===== config.mk =====
export PLATFORM = sky130hd
export DESIGN_NAME = unified_mem_responder
export DESIGN_NICKNAME = d
export VERILOG_FILES = /design/src/rtl/unified_mem_responder_pkg.sv /design/src/rtl/unified_mem_responder_lsu_align.sv /design/src/rtl/unified_mem_responder.sv
export SDC_FILE = /design/constraint.sdc
export NUM_CORES = 2
export LEC_CHECK = 0
export BUFFER_PORTS_ARGS = -buffer_cell sky130_fd_sc_hd__buf_2
export CORE_MARGIN = 10
export CORE_UTILIZATION = 50
export DETAILED_ROUTE_END_ITERATION = 7
export PLACE_DENSITY_LB_ADDON = 0.3
export SETUP_SLACK_MARGIN = 0.5
export SYNTH_ARGS = -nofsm -noshare
export SYNTH_HDL_FRONTEND = slang
export SYNTH_SLANG_ARGS = --single-unit

===== constraint.sdc =====
create_clock -name clk -period 4 [get_ports clk]
set_input_delay 0.4 -clock clk [delete_from_list [all_inputs] [get_ports clk]]
set_output_delay 0.4 -clock clk [all_outputs]
set_load 0.01 [all_outputs]

===== src/rtl/unified_mem_responder_pkg.sv =====
// ============================================================================
// unified_mem_responder_pkg : shared func3 codes and FSM state encodings
// Rev 1.0
// ============================================================================
`default_nettype none

package unified_mem_responder_pkg;

  localparam logic [2:0] F3_B  = 3'b000;
  localparam logic [2:0] F3_H  = 3'b001;
  localparam logic [2:0] F3_W  = 3'b010;
  localparam logic [2:0] F3_BU = 3'b100;
  localparam logic [2:0] F3_HU = 3'b101;

  typedef enum logic [1:0] {
    ST_IDLE = 2'd0,
    ST_WAIT = 2'd1,
    ST_RESP = 2'd2
  } state_t;

endpackage

`default_nettype wire


===== src/rtl/unified_mem_responder_lsu_align.sv =====
// ============================================================================
// lsu_align : byte-lane steering, load extension and alignment checking
// Rev 1.0
// ============================================================================
`default_nettype none

module lsu_align
  import unified_mem_responder_pkg::*;
(
  input  logic [1:0]  addr_lo,
  input  logic [2:0]  func3,
  input  logic        we,
  input  logic [31:0] wdata,
  input  logic [31:0] rword,
  output logic [3:0]  be,
  output logic [31:0] wdata_lane,
  output logic [31:0] rdata_ext,
  output logic        err
);

  logic [31:0] byte_shift;
  logic [31:0] half_shift;
  logic [7:0]  rbyte;
  logic [15:0] rhalf;

  assign byte_shift = rword >> {addr_lo, 3'b000};
  assign half_shift = rword >> {addr_lo[1], 4'b0000};
  assign rbyte      = byte_shift[7:0];
  assign rhalf      = half_shift[15:0];

  always_comb begin
    be         = 4'b0000;
    wdata_lane = 32'h0;
    rdata_ext  = 32'h0;
    err        = 1'b0;
    case (func3)
      F3_B: begin
        be         = 4'b0001 << addr_lo;
        wdata_lane = {4{wdata[7:0]}};
        rdata_ext  = {{24{rbyte[7]}}, rbyte};
      end
      F3_H: begin
        err        = addr_lo[0];
        be         = 4'b0011 << {addr_lo[1], 1'b0};
        wdata_lane = {2{wdata[15:0]}};
        rdata_ext  = {{16{rhalf[15]}}, rhalf};
      end
      F3_W: begin
        err        = |addr_lo;
        be         = 4'b1111;
        wdata_lane = wdata;
        rdata_ext  = rword;
      end
      F3_BU: begin
        err        = we;
        rdata_ext  = {24'h0, rbyte};
      end
      F3_HU: begin
        err        = we | addr_lo[0];
        rdata_ext  = {16'h0, rhalf};
      end
      default: err = 1'b1;
    endcase
    // A faulted access must neither touch the array nor return data.
    if (err || !we) be = 4'b0000;
    if (err) rdata_ext = 32'h0;
  end

endmodule

`default_nettype wire


===== src/rtl/unified_mem_responder.sv =====
// ============================================================================
// unified_mem_responder : shared fetch/data memory with fixed-priority arbiter
// Rev 1.0
// ============================================================================
`default_nettype none

module unified_mem_responder
  import unified_mem_responder_pkg::*;
#(
  parameter int ADDR_W  = 8,
  parameter int LATENCY = 2
) (
  input  logic        clk,
  input  logic        rst,
  input  logic        if_req,
  input  logic [31:0] if_addr,
  output logic        if_gnt,
  output logic        if_rvalid,
  output logic [31:0] if_rdata,
  input  logic        d_req,
  input  logic        d_we,
  input  logic [31:0] d_addr,
  input  logic [31:0] d_wdata,
  input  logic [2:0]  d_func3,
  output logic        d_gnt,
  output logic        d_rvalid,
  output logic [31:0] d_rdata,
  output logic        d_err,
  output logic        busy
);

  localparam int         DEPTH  = 1 << ADDR_W;
  localparam logic [3:0] LAT_M1 = 4'(LATENCY - 1);

  state_t              state, state_nxt;
  logic [3:0]          cnt, cnt_nxt;
  logic                sel_d;
  logic                we_q;
  logic [ADDR_W-1:0]   addr_q;
  logic [31:0]         wdata_q;
  logic [2:0]          func3_q;
  logic                grant;
  logic                resp;
  logic                do_write;
  logic [31:0]         rword;
  logic [3:0]          be;
  logic [31:0]         wdata_lane;
  logic [31:0]         rdata_ext;
  logic                align_err;
  logic [7:0]          mem [DEPTH];
  logic                unused_addr_bits;

  assign unused_addr_bits = ^{d_addr[31:ADDR_W], if_addr[31:ADDR_W]};

  // Data port has fixed priority; nothing is granted outside IDLE.
  assign d_gnt  = (state == ST_IDLE) & ~rst & d_req;
  assign if_gnt = (state == ST_IDLE) & ~rst & if_req & ~d_req;
  assign grant  = d_gnt | if_gnt;

  always_ff @(posedge clk) begin
    if (rst) begin
      state   <= ST_IDLE;
      cnt     <= 4'd0;
      sel_d   <= 1'b0;
      we_q    <= 1'b0;
      addr_q  <= '0;
      wdata_q <= 32'h0;
      func3_q <= 3'b000;
    end else begin
      state <= state_nxt;
      cnt   <= cnt_nxt;
      if (grant) begin
        sel_d   <= d_gnt;
        we_q    <= d_gnt & d_we;
        addr_q  <= d_gnt ? d_addr[ADDR_W-1:0] : if_addr[ADDR_W-1:0];
        wdata_q <= d_wdata;
        func3_q <= d_func3;
      end
    end
  end

  always_comb begin
    state_nxt = state;
    cnt_nxt   = cnt;
    case (state)
      ST_IDLE: begin
        if (grant) begin
          cnt_nxt   = LAT_M1;
          state_nxt = (LATENCY == 1) ? ST_RESP : ST_WAIT;
        end
      end
      ST_WAIT: begin
        if (cnt <= 4'd1) begin
          cnt_nxt   = 4'd0;
          state_nxt = ST_RESP;
        end else begin
          cnt_nxt   = cnt - 4'd1;
        end
      end
      ST_RESP: state_nxt = ST_IDLE;
      default: state_nxt = ST_IDLE;
    endcase
  end

  always_comb begin
    rword = 32'h0;
    for (int b = 0; b < 4; b++) begin
      rword[8*b +: 8] = mem[{addr_q[ADDR_W-1:2], 2'(b)}];
    end
  end

  lsu_align u_lsu_align (
    .addr_lo    (addr_q[1:0]),
    .func3      (func3_q),
    .we         (we_q),
    .wdata      (wdata_q),
    .rword      (rword),
    .be         (be),
    .wdata_lane (wdata_lane),
    .rdata_ext  (rdata_ext),
    .err        (align_err)
  );

  assign resp     = (state == ST_RESP);
  assign do_write = ~rst & resp & sel_d & we_q & ~align_err;

  // Storage has no reset; contents survive rst.
  always_ff @(posedge clk) begin
    if (do_write) begin
      for (int b = 0; b < 4; b++) begin
        if (be[b]) mem[{addr_q[ADDR_W-1:2], 2'(b)}] <= wdata_lane[8*b +: 8];
      end
    end
  end

  assign busy      = (state != ST_IDLE);
  assign d_rvalid  = resp & sel_d;
  assign if_rvalid = resp & ~sel_d;
  assign d_err     = d_rvalid & align_err;
  assign d_rdata   = (d_rvalid & ~we_q) ? rdata_ext : 32'h0;
  assign if_rdata  = if_rvalid ? rword : 32'h0;

endmodule

`default_nettype wire


# After elaboration in Yosys (flattened, before gate mapping)
# Memories as Yosys holds them, arrays and structs flattened. A register that Yosys moved wholly into a read port is not among the register bits.
# Cells that the tools add are included.
# op_classes
add_sub_neg	1
order_cmp	1
n_eq_ne	8
shifts	4
mux	35
bitwise_logic	20
n_reduce_logical	9
# op_table
cell	n
$pmux W32 S5	1
$mux W32	3
$pmux W32 S3	1
$mux W8	9
$shr A32 B5 Y16	1
$shr A32 B5 Y8	1
$and A1 B1 Y1	13
$mux W1	12
$mux W4	3
$pmux W4 S3	1
$pmux W4 S2	1
$eq A3 B3 Y1 const B	2
$not A1 Y1	5
$pmux W1 S5	1
$le A4 B1 Y1 const B	1
$mux W2	2
$ne A2 B2 Y1 const B	2
$pmux W2 S2	1
$reduce_and A2 Y1	2
$reduce_bool A2 Y1	2
$shl A1 B2 Y4 const A	1
$shl A2 B2 Y4 const A	1
$sub A4 B1 Y4 const B	1
$eq A3 B1 Y1 const B	1
9 further kinds	10
# word_totals
ff_bits	51
mem_bits_rw	2048
inputBits	104
out_inout_bits	70
wordCells	86
n_memories	1
# mem_list
name	depth	word_bits	read_ports	rd_clocked_by_memory_dff	write_ports	line	source
mem	256	8	4	4	4	unified_mem_responder.sv:50	logic [7:0] mem [DEPTH];

# Logic depth before layout (Yosys ltp)
# depth
ltp_word	7
mapped_depth	13
mapped_depth_nobuf	8

# By module
# From an unflattened synthesis, not the netlist that was laid out.
# hier_totals
cells_unflattened	4397
area_unflattened_um2	83752.8
# by_module_without_submodules
module	instances	cells_each	area_each_um2	seq_area_each_um2
unified_mem_responder	1	4157	82182.6	62640.1
lsu_align	1	240	1570.3	0.0

# Worst setup path before layout
# Ideal clock, no wire load.
# synth_timing
kind	register -> register
startpoint	register func3_q[1]
endpoint	memory mem[101][6], data pin
setup_ns	0.499
t_arrival_ns	2.869
required_ns	3.501
path_slack_ns	0.632
path_stages_with_launch	8
path_buffers	3
period_less_slack_ns	3.368
cell_sequence	dfxtp_1 -> clkbuf_1 -> clkbuf_1 -> clkbuf_1 -> a21oi_1 -> nor2_1 -> a21oi_1 -> nor2_1
# synth_rtl
element	line	source
start: declaration	unified_mem_responder.sv:41	logic [2:0] func3_q;
start signal: assignment	unified_mem_responder.sv:77	func3_q <= d_func3;
end: declaration	unified_mem_responder.sv:50	

==> impl_metrics.yaml <==
logic_synthesis:
  synth_common_cells: "edfxtp_1, mux4_2, nor2_1"
  synth.area.top_cells: "edfxtp_1, mux4_2, nor2_1, dfxtp_1, mux2i_1"
  syn_area_mm2: 0.0828
  synth_compound_gate_area_share_pct: 1.99
  synth_top_family_by_area: "multiplexers"
  synth-simple-area-share_pct: 3.27
  yosysTopAreaCellShare_pct: 74.3
  ys_seq_area_share_pct: 75.6
  synth_edf_count: 2048
  synth-xor-area-share_pct: 0
  synth.area.mux_share_pct: 17.5
  synth.most_common_cell: "edfxtp_1"
  synth_fa_ha_area_share_pct: 0.0302
  syn_nets: 4048
  ys_warn_count: 0
  ys_types: 57
  synth.largest_area_cell: "edfxtp_1"
  synth-seq-cells: 2105
  avgSynthCellArea_um2: 21.0
  netlist_instances: 3942
  ys.flop_type: "edfxtp_1"
  synthArstFlopShare_pct: 0
detailed_routing:
  dr.pass1.iters: 6
  routedWlPerCell_um: 32.8
  drc: 0
  postRouteAntennaNets: 0
  vias: 43200
  totalWireLength_mm: 228
  via_per_inst: 6.22
  drt-initial-drc-count: 5399
die:
  core_mm2: 0.165
  num_rows: 149
  start_util_pct: 50.2
  die_w_um: 427
  die_area_mm2: 0.182
  ios: 174
  fp.dieH_um: 427
global_route:
  grt_pass1_wl_mm: 320
  grt_pass1_vias: 42700
  grt_antenna_before_repair: 12
  grt_overflow: 0
  grt_usage_pct: 24.8
  grt_max_degree: 65
pwr:
  peakVddDrop_mv: 0.372
  leakage_uw: 0.0302
  totalPowerFinal_uw: 48700
  power.density_mw_per_mm2: 494
clocking:
  cts_buffer_depth: 3
  cts_tree: "done"
  clk_pin_slew_worst_paths_ns: 0.06
  cts-root-buf: "clkbuf_16"
  clock_sinks: 2105
  cts_buffers: 199
  worstSkewPairLatency_ns: 0.84
  htreeDepth: 4
layout:
  fillers: 11500
  stdcell_area_mm2: 0.0987
  syn_to_final_growth_pct: 19.2
  drive_gt1_share_pct: 36.1
  fin_nets: 4689
timing:
  setup_slack_ns: -0.625
  finalCriticalPeriod_ns: 4.63
  post-route-period-util_pct: 116
  slew_headroom_pct: 11.2
  fin_hold_ws_ns: 0.0593
  rsz0062_at_grt: "yes"
  setup_viol: 61
  drv_slew: 0
  finalHoldViolations: 0
  fmax_mhz: 216
  fin_worst_skew_ns: 0.0293
  tightest_slew_ns: 1.33
status:
  violations: "setup timing"
  status: "complete, but fails checks"
placement:
  placed_area_mm2: 0.0885
  place.detailed.hpwl_mm: 143
  port_buffers: 125
  place_congestion: 0.902
worst_setup_path:
  path_class: "reg2out"
  worst_ep_required_time_ns: 3.60
  cp-start-kind: "register"
  timing.rr.start: "addr_q[0]"
  arrival_ns: 4.23
  crit_fanout: 7
  worstSetupEndpointType: "output pin"
worst_hold_path:
  min_from: "if_addr[5]"
  hold_class: "in2reg"
flow_run:
  cap_violations: 0
[layout make-up]
cell class,instances,area (µm²),share of cell area [%]
well taps,2189,2740,2.78
flip-flops and latches,2105,62700,63.5
diodes,10,25.0,0.0254
repair buffers,677,6770,6.86
clock buffers,241,5260,5.33
clock inverters,126,1240,1.26
multi-input cells,1592,20000,20.2
inverters,8,30.0,0.0304
[layer usage]
metal / global-route usage, % / routed length, µm / share of wire, % / vias to the layer above
met2: 38.4 / 108000 / 47 / 2428
met1: 32.3 / 82200 / 36 / 22600
li1: - / - / - / 17600
met4: 12.2 / 13900 / 6.1 / 18
met3: 6.94 / 24000 / 11 / 543
met5: 0 / 111 / 0.049 / -
[repair_timing]
action                                  in CTS  in global routing
cloned                                      16                 12
buffers inserted                            63                 47
pin swaps                                   18                 28
endpoints found under the setup margin      64                102
hold endpoints to repair                    39                  0
hold buffers                                43                  0
resized for setup                          179                107
[worst max-delay path: stages, from the launching register on]
cell	delay [ns]
dfxtp_4	0.36
buf_12	0.14
buf_16	0.16
buf_6	0.13
buf_16	0.13
buf_4	0.11
mux4_2	0.50
a211oi_2	0.29
o21ai_1	0.17
o311ai_2	0.11
buf_4	0.20
o22ai_4	0.09
nor3_4	0.27
buf_6	0.22
buf_12	0.17
o221ai_2	0.10
buf_2	0.19
[through the flow]
stage / instances / TNS, ns / util, % / worst slack [ns]
final: 6948 / -23.19 / 59.9 / -0.625
after global routing: 6939 / -29.13 / 59.9 / -0.746
after CTS: 6879 / -21.42 / 59.1 / -0.541
after detailed placement: 6390 / -0.104 / 53.7 / -0.104
after global placement: 6390 / -0.0957 / 53.7 / -0.0957
after floorplan: 3942 / 0 / - / 0.632
[final timing paths]
kind	depth (start not counted)	slack, ns	endpoint
min reg2reg	2	0.46	wdata_q[20]
max reg2reg	7	0.55	mem[63][3]
max	16	-0.63	d_rdata[10]
min	3	0.06	register
[flip-flops by register name (all words and copies together) (netlist names), named ones only]
signal / count
mem: 2048
wdata_q: 32
addr_q: 8
cnt: 4
func3_q: 3
state: 2
sel_d: 1
we_q: 1
[cells in the final DEF (no fill, tap or decap), drive strengths merged, types with 28 or more instances in the layout]
cell type,n
clkbuf,253
a22oi,28
a21oi,100
clkinv,90
nand2,166
edfxtp,2048
mux2i,79
nor2,392
dfxtp,57
dlygate4sd3,43
buf,618
mux4,605
[logic make-up (layout without fill, tap and decap cells)]
group           after synthesis  after routing
compound gates              241            241
flops                      2105           2105
mux                         694            694
other cells                   0             10
simple gates                655            655
buf+inv                     245           1052
fa+ha+maj                     2              2
[where the power goes]
group	leakage [µW]	internal [µW]	total, µW	switching, µW
logic	0.00885	2400	5390	2990
clock network	0.00317	10800	18900	8050
registers	0.0182	24400	24500	80.7
No activity file was read; power rests on OpenSTA's default activity.
